File: src/rtl/memips_pkg.sv
// Shared MEMIPS types and architectural constants used by the front-end blocks.
package memips_pkg;

    typedef logic [31:0] word_t;

    localparam word_t RESET_VECTOR = 32'hBFC0_0000;
    localparam word_t NOP_INSTR    = 32'h0000_0000;

endpackage

File: src/rtl/if_fifo2.sv
// Two-entry FIFO with synchronous flush; flush wins over push and pop in the same cycle.
module if_fifo2 #(
    parameter int WIDTH = 64
) (
    input  logic             clk,
    input  logic             rst_n,
    input  logic             flush,
    input  logic             push,
    input  logic [WIDTH-1:0] push_data,
    input  logic             pop,
    output logic [1:0]       count,
    output logic [WIDTH-1:0] head
);

    logic [WIDTH-1:0] mem [2];
    logic             rd_ptr;
    logic             wr_ptr;
    logic             do_push;
    logic             do_pop;

    assign do_pop  = pop && (count != 2'd0);
    assign do_push = push && ((count != 2'd2) || do_pop);
    assign head    = mem[rd_ptr];

    // Storage is cleared on reset so the presented outputs read as zero until the first write.
    always_ff @(posedge clk or negedge rst_n) begin
        if (!rst_n) begin
            mem[0] <= '0;
            mem[1] <= '0;
            rd_ptr <= 1'b0;
            wr_ptr <= 1'b0;
            count  <= 2'd0;
        end else if (flush) begin
            rd_ptr <= 1'b0;
            wr_ptr <= 1'b0;
            count  <= 2'd0;
        end else begin
            if (do_push) begin
                mem[wr_ptr] <= push_data;
                wr_ptr      <= ~wr_ptr;
            end
            if (do_pop) begin
                rd_ptr <= ~rd_ptr;
            end
            case ({do_push, do_pop})
                2'b10:   count <= count + 2'd1;
                2'b01:   count <= count - 2'd1;
                default: count <= count;
            endcase
        end
    end

endmodule

File: src/rtl/if_fetch_unit.sv
// Instruction fetch unit: PC generation, one-cycle memory, 2-entry output buffer, redirects.
// Optional macro IF_ALIGN_CHECK_EN turns misaligned redirects into an address-error entry.
module if_fetch_unit
    import memips_pkg::*;
#(
    parameter word_t RESET_PC   = RESET_VECTOR,
    parameter int    FIFO_DEPTH = 2
) (
    input  logic        clk,
    input  logic        rst_n,
    output logic        imem_req,
    output logic [31:0] imem_addr,
    input  logic [31:0] imem_rdata,
    input  logic        br_valid,
    input  logic [31:0] br_target,
    input  logic        id_ready,
    output logic        if_valid,
    output logic [31:0] if_pc,
`ifdef IF_ALIGN_CHECK_EN
    output logic [31:0] if_instr,
    output logic        if_exc_adel
`else
    output logic [31:0] if_instr
`endif
);

`ifdef IF_ALIGN_CHECK_EN
    localparam int ENTRY_W = 65;
`else
    localparam int ENTRY_W = 64;
`endif

    localparam logic [2:0] CAP = 3'(FIFO_DEPTH);

    word_t               pc;
    word_t               req_pc;
    word_t               br_pc;
    logic                inflight;
    logic                pop;
    logic                push;
    logic                fetch_ok;
    logic [1:0]          count;
    logic [2:0]          occ;
    logic [ENTRY_W-1:0]  push_data;
    logic [ENTRY_W-1:0]  head;

    assign pop       = if_valid & id_ready;
    assign occ       = {1'b0, count} + {2'b00, inflight};
    assign imem_addr = pc;
    assign imem_req  = rst_n & ~br_valid & fetch_ok & (occ < (CAP + {2'b00, pop}));
    assign if_valid  = (count != 2'd0);

`ifdef IF_ALIGN_CHECK_EN
    logic fetch_stop;
    logic exc_pend;
    logic br_misaligned;

    assign br_pc         = br_target;
    assign br_misaligned = br_valid && (br_target[1:0] != 2'b00);
    assign fetch_ok      = ~fetch_stop;
    assign push          = (inflight | exc_pend) & ~br_valid;
    assign push_data     = exc_pend ? {1'b1, pc, NOP_INSTR} : {1'b0, req_pc, imem_rdata};
    assign {if_exc_adel, if_pc, if_instr} = head;

    // A misaligned redirect parks the fetcher; only the next redirect can restart it.
    always_ff @(posedge clk or negedge rst_n) begin
        if (!rst_n) begin
            fetch_stop <= 1'b0;
            exc_pend   <= 1'b0;
        end else if (br_valid) begin
            fetch_stop <= br_misaligned;
            exc_pend   <= br_misaligned;
        end else begin
            exc_pend   <= 1'b0;
        end
    end
`else
    assign br_pc     = br_target & 32'hFFFF_FFFC;
    assign fetch_ok  = 1'b1;
    assign push      = inflight & ~br_valid;
    assign push_data = {req_pc, imem_rdata};
    assign {if_pc, if_instr} = head;
`endif

    // A request issued in a redirect cycle never happens, so inflight simply mirrors imem_req.
    always_ff @(posedge clk or negedge rst_n) begin
        if (!rst_n) begin
            pc       <= RESET_PC;
            req_pc   <= '0;
            inflight <= 1'b0;
        end else begin
            inflight <= imem_req;
            if (imem_req) begin
                req_pc <= pc;
            end
            if (br_valid) begin
                pc <= br_pc;
            end else if (imem_req) begin
                pc <= pc + 32'd4;
            end
        end
    end

    if_fifo2 #(
        .WIDTH (ENTRY_W)
    ) u_fifo (
        .clk       (clk),
        .rst_n     (rst_n),
        .flush     (br_valid),
        .push      (push),
        .push_data (push_data),
        .pop       (pop),
        .count     (count),
        .head      (head)
    );

endmodule
File: config.mk
export PLATFORM = sky130hd
export DESIGN_NAME = if_fetch_unit
export DESIGN_NICKNAME = d
export VERILOG_FILES = /design/src/rtl/memips_pkg.sv /design/src/rtl/if_fifo2.sv /design/src/rtl/if_fetch_unit.sv
export SDC_FILE = /design/constraint.sdc
export NUM_CORES = 1
export LEC_CHECK = 0
export BUFFER_PORTS_ARGS = -buffer_cell sky130_fd_sc_hd__buf_2
export CORE_MARGIN = 1
export CORE_UTILIZATION = 60
export CTS_BUF_LIST = sky130_fd_sc_hd__clkbuf_8
export DETAILED_ROUTE_END_ITERATION = 7
export PLACE_DENSITY = 0.86
export SLEW_MARGIN = 20
export SYNTH_ARGS = -nofsm -noshare
export SYNTH_HDL_FRONTEND = slang
export SYNTH_SLANG_ARGS = --single-unit
export TNS_END_PERCENT = 10
File: constraint.sdc
create_clock -name clk -period 3.51 [get_ports clk]
set_input_delay 0.1755 -clock clk [delete_from_list [all_inputs] [get_ports clk]]
set_output_delay 0.1755 -clock clk [all_outputs]
set_load 0.03 [all_outputs]
# After elaboration in Yosys (flattened, before gate mapping)
# Cells that the tools add are included.
dict set report word_totals {
  wordCells 53
  out_inout_bits 98
  in_bits 68
  ff_bits 197
}
dict set report classes {
  n_reduce_logical 10
  addsub 5
  bitwise 9
  order_cmp 4
  n_eq_ne 3
  mux 14
}
# cell n
set op_table {}
lappend op_table {{2-to-1 mux 64 bit} 4}
lappend op_table {{bitwise mux 128 bit} 1}
lappend op_table {{demux 64 bit (select 1 bit)} 1}
lappend op_table {{2-to-1 mux 32 bit} 2}
lappend op_table {{adder 32 x 3 -> 32 bit (second input constant)} 1}
lappend op_table {{nonzero test 2 bit} 4}
lappend op_table {{bitwise AND 1 bit} 4}
lappend op_table {{>= comparator 2 bit (second input constant)} 2}
lappend op_table {{2-to-1 mux 1 bit} 4}
lappend op_table {{NOT 1 -> 2 bit} 2}
lappend op_table {{one-hot mux 2 bit (2 select lines)} 1}
lappend op_table {{adder 2 x 1 -> 3 bit} 1}
lappend op_table {{adder 2 x 1 -> 3 bit (first input constant)} 1}
lappend op_table {{logical AND 1 bit} 3}
lappend op_table {{< comparator 3 bit} 1}
lappend op_table {{NOT 1 bit} 3}
lappend op_table {{nonzero test 3 bit} 1}
lappend op_table {{adder 2 x 1 -> 2 bit (second input constant)} 1}
lappend op_table {{== test 2 x 1 -> 1 bit (second input constant)} 1}
lappend op_table {{== test 2 bit (second input constant)} 1}
lappend op_table {{< comparator 2 x 1 -> 1 bit (second input constant)} 1}
lappend op_table {{2-to-1 mux 2 bit} 1}
lappend op_table {{inequality test 2 bit (second input constant)} 1}
lappend op_table {{AND reduction 2 bit} 1}
lappend op_table {{2 further kinds} 2}

# Depth between registers and ports, before layout
dict set report depth {
  ltp_word 8
  depth_mapped 8
  ltp_nobuf 7
}

# By module
# From an unflattened synthesis, not the netlist that was laid out.
dict set report hier_totals {
  cells_unflattened 644
  area_unflattened_um2 8913.5
}
# mod n_inst seq_area_each_um2 cells_each area_each_um2
set modules_own_cells {}
lappend modules_own_cells {if_fifo2 1 3303.2 365 5913.2}
lappend modules_own_cells {if_fetch_unit 1 1537.7 279 3000.4}

# Worst setup path before layout
# Ideal clock, no wire load.
dict set report synth_timing {
  path_kind {reg2reg}
  start {reg u_fifo.count[0]}
  end {reg req_pc[21]}
  arrival_ps 2079
  synth_period_minus_slack_ps 2204
  stages_incl_launch_ff 7
  setup_ps 125
  required_time_ps 3385
  n_path_buf 1
  slack_ps 1306
  path_cell_list {dfrtp_1 -> ha_1 -> ha_1 -> o21a_1 -> nor3_1 -> buf_2 -> mux2_2}
}
dict set report synth_between {
  elab_chain_cells 5
  word_cells_on_any_way 6
  classes_between {add/sub: 2; order compare: 1; bitwise: 2; reduce/logical: 1}
}
# element line
set synth_lines {}
lappend synth_lines {{start: declaration} if_fifo2.sv:11} ;# output logic [1:0] count,
lappend synth_lines {{start signal: assignment} if_fifo2.sv:46} ;# 2'b10: count <= count + 2'd1;
lappend synth_lines {{start signal: assignment} if_fifo2.sv:47} ;# 2'b01: count <= count - 2'd1;
lappend synth_lines {{start signal: assignment} if_fifo2.sv:48} ;# default: count <= count;
lappend synth_lines {{nonzero test 2 bit} if_fetch_unit.sv:51} ;# assign if_valid = (count != 2'd0);
lappend synth_lines {{bitwise AND 1 bit} if_fetch_unit.sv:47} ;# assign pop = if_valid & id_ready;
lappend synth_lines {{adder 2 x 1 -> 3 bit} if_fetch_unit.sv:50} ;# assign imem_req = rst_n & ~br_valid & fetch_ok & (occ < (CAP + {2'b00, pop}));
lappend synth_lines {{< comparator 3 bit (*)} if_fetch_unit.sv:50}
lappend synth_lines {{bitwise AND 1 bit (*)} if_fetch_unit.sv:50}
lappend synth_lines {{net imem_req} if_fetch_unit.sv:11} ;# output logic imem_req,
lappend synth_lines {{end signal: assignment} if_fetch_unit.sv:94} ;# req_pc <= pc;
lappend synth_lines {{end: declaration} if_fetch_unit.sv:36} ;# word_t req_pc;
# Mark *: on every way through the listed nets, which the timed path passes. The rest lies on a longest branch.
# A chain may end at the register's enable or synchronous reset.

# Worst setup path in the final report
dict set report layout_timing {
  start {reg u_fifo.count[0]}
  end {out imem_req}
}
dict set report layout_between {
  elab_chain_cells 5
  word_cells_on_any_way 6
  classes_between {add/sub: 2; order compare: 1; bitwise: 2; reduce/logical: 1}
}
# element line
set layout_lines {}
lappend layout_lines {{nonzero test 2 bit} if_fetch_unit.sv:51}
lappend layout_lines {{bitwise AND 1 bit} if_fetch_unit.sv:47}
lappend layout_lines {{adder 2 x 1 -> 3 bit} if_fetch_unit.sv:50}
lappend layout_lines {{< comparator 3 bit (*)} if_fetch_unit.sv:50}
lappend layout_lines {{bitwise AND 1 bit (*)} if_fetch_unit.sv:50}
lappend layout_lines {{end: declaration} if_fetch_unit.sv:11}
# Mark *: on every way between the ends. The rest lies on a longest branch, timed or not.

==> key figures <==
Run status
  – Status: finished, final reports clean

Die
  – Die height: 122 µm
  – Die W: 122 µm
  – Ports: 166
  – FP Rows: 43
  – Die area: 14800 µm²
  – Starting Density: 0.615
  – Core area: 13900 µm²

Power
  – Power per Cell Area: 622 nW/µm²
  – Final Power: 6.58 mW
  – Sequential group share of total power: 0.472
  – Leak: 4.80 nW
  – Switch share: 0.331
  – Gate power share: 0.307
  – Power Internal: 4.40 mW
  – Clock share of power: 0.221
  – Maximum vdd drop: 355 µV
  – Sw Pwr: 2.18 mW

Clock network
  – Post-CTS Setup Inserts: 0
  – Worst-Skew Late Latency: 460 ps
  – TritonCTS Sinks: 189
  – H-tree levels: 4
  – CTS tree: done
  – CTS Buffer Depth: 2
  – Num CTS Buffers: 17
  – Clk slew on worst S/H paths: 90 ps
  – Root Buffer: clkbuf_8

Global routing
  – Largest net degree at the start of global routing: 90
  – First-pass GRT wire length: 30700 µm
  – Remaining global-route overflow: 0
  – Initial antenna violation count: 2
  – Global Route Usage Sum: 0.272
  – Vias in the first global route: 6237

Timing
  – Period utilization: 0.741
  – Slew Limit Fails: 0
  – Post-route minimum period: 2600 ps
  – Hold Violations, Final: 0
  – RSZ-0062 raised after global routing: false
  – Final TNS setup: 0 ps
  – Final Worst Setup Slack: 909 ps
  – Relative slew slack: 0.267
  – Final Skew: 10.5 ps
  – Max Clock Freq: 384 MHz
  – Setup violators final: 0
  – Hold slack: 33.1 ps
  – Tightest Pin Transition: 1100 ps

Synth
  – Area of the mapped netlist: 8580 µm²
  – Most frequent cell after synthesis: mux2_2
  – Largest cells by area after synthesis: dfrtp_1 53%, mux2_2 29%, dfstp_2 2.8%, xnor2_1 1.7%, nand2_1 1.6%
  – Synth unique cells: 42
  – Post-synth ARST share: 1.00
  – Yosys warns: 0
  – Synth area leader: dfrtp_1
  – Commonest cells in the netlist: 219 x mux2_2, 180 x dfrtp_1, 37 x nand2_1, 17 x o21ai_0, 17 x xnor2_1
  – Post-synth top flop: dfrtp_1
  – Post-synth EDFFs: 0
  – Avg Cell Area, Syn: 13.5 µm²
  – #FFs+latches synth: 189
  – Post-synth top area share: 0.525
  – Seq/Total Area, Yosys: 0.553
  – Cell count after synthesis: 633

Setup path
  – Data required, critical path: 3330 ps
  – Worst Setup End Kind: output pin
  – Startpoint types: flip-flop
  – Crit path arrival time: 2430 ps
  – Crit Path Category: reg -> out
  – Largest fanout on the critical path: 13

Placed design
  – DPL Wire Length: 12000 µm
  – Placed cell area: 9540 µm²
  – Pre-CTS setup slack: 1010 ps
  – Routability cong.: 0.905
  – Count of input and output buffers: 159
  – Placed cell count: 944

Finish
  – Layout cells sized above 1: 0.514
  – Final net count: 916
  – Post-Layout Cell Count: 1039
  – Final Util: 0.759
  – Finished Cell Area: 10600 µm²
  – Fillers: 893
  – Area Overhead vs Synth: 23.4%

Routing
  – Remaining DRCs: 0
  – DR vias: 5900
  – 1st-iter DRT viols: 265
  – Final wirelength: 19000 µm
  – TritonRoute pass-1 iters: 4
  – Avg WL per Cell: 18.3 µm
  – Antenna-violating nets left: 0
  – Vias per inst: 5.68

Run
  – Maximum Capacitance Violations: 0

Min path
  – Hold WC Path Type: in -> reg
==> sequential cells by signal, summed over array words and instances (netlist names) <==
name and flops:
inflight 1, u_fifo.count 2, u_fifo.wr_ptr 1, imem_addr 30, u_fifo.rd_ptr 1, u_fifo.mem 124, req_pc 30
==> critical path, cell delays in order (launching register included) <==
cell,delay [ps]
dfrtp_1,460
ha_1,220
ha_1,280
o21a_1,250
nor3_2,240
buf_4,280
buf_2,240
==> layout by cell type, fill, tap and decap left out, types with 10 or more instances in the layout <==
cell type      count
o21ai_1           10
dfrtp_1          179
xor2_1            11
nor2_1            11
nand2_1           36
mux2_2           219
clkbuf_8          20
xnor2_1           17
nand3_1           15
o21ai_0           17
buf_2            158
dlygate4sd3_1     62
==> cell type report <==
| cell class | count | area, µm² | share of cell area |
|---|---|---|---|
| Multi-Input combinational cell | 405 | 3660 | 0.346 |
| Inverter | 3 | 11.3 | 0.00106 |
| Timing Repair Buffer | 229 | 1530 | 0.144 |
| Sequential cell | 189 | 4740 | 0.448 |
| Tap cell | 180 | 225 | 0.0213 |
| Clock buffer | 19 | 262 | 0.0247 |
| Clock inverter | 13 | 148 | 0.0140 |
| Antenna cell | 1 | 2.50 | 0.000237 |
==> logic make-up after synthesis <==
group           share of synthesized area
mux                                 0.292
flops                               0.553
simple gates                       0.0760
buf+inv                            0.0228
compound gates                     0.0228
xor+xnor                           0.0286
fa+ha+maj                         0.00438
other cells                      0.000437
==> power by group through the flow <==
stage | clock (mW) | sequential (mW) | combinational (mW)
2_1_floorplan | 0 | 3.08 | 1.44
3_3_place_gp | 0 | 3.07 | 1.90
5_1_grt | 1.58 | 3.18 | 2.15
3_5_place_dp | 0 | 3.14 | 1.96
6_report | 1.45 | 3.10 | 2.02
4_1_cts | 1.49 | 3.09 | 2.02
==> final timing paths <==
| kind | slack (ps) | startpoint | end | cells past startpoint |
|---|---|---|---|---|
| worst max-delay path | 910 | u_fifo.count[0] | imem_req | 6 |
| worst min-delay path | 30 | br_target[31] | imem_addr[31] | 3 |
| worst max register to register | 1000 | u_fifo.count[0] | imem_addr[19] | 7 |
| worst min register to register | 510 | u_fifo.mem[113] | u_fifo.mem[113] | 1 |
| max in group asynchronous | 1340 | rst_n | u_fifo.rd_ptr | 4 |
| min in group asynchronous | 240 | rst_n | inflight | 2 |
==> repair_timing <==
action,CTS,global route
hold buffers,62,0
hold endpoints to repair,123,0
gates resized for setup,0,0
==> routing by layer <==
| metal | track usage | share of wire | wire (µm) | vias to the layer above |
|---|---|---|---|---|
| li1 | - | - | - | 2689 |
| met1 | 0.339 | 0.41 | 7790 | 2960 |
| met2 | 0.455 | 0.50 | 9560 | 207 |
| met3 | 0.0660 | 0.063 | 1200 | 42 |
| met4 | 0.111 | 0.023 | 440 | 2 |
| met5 | 0 | 0.00068 | 13 | - |
(Power assumes the default switching activity.)
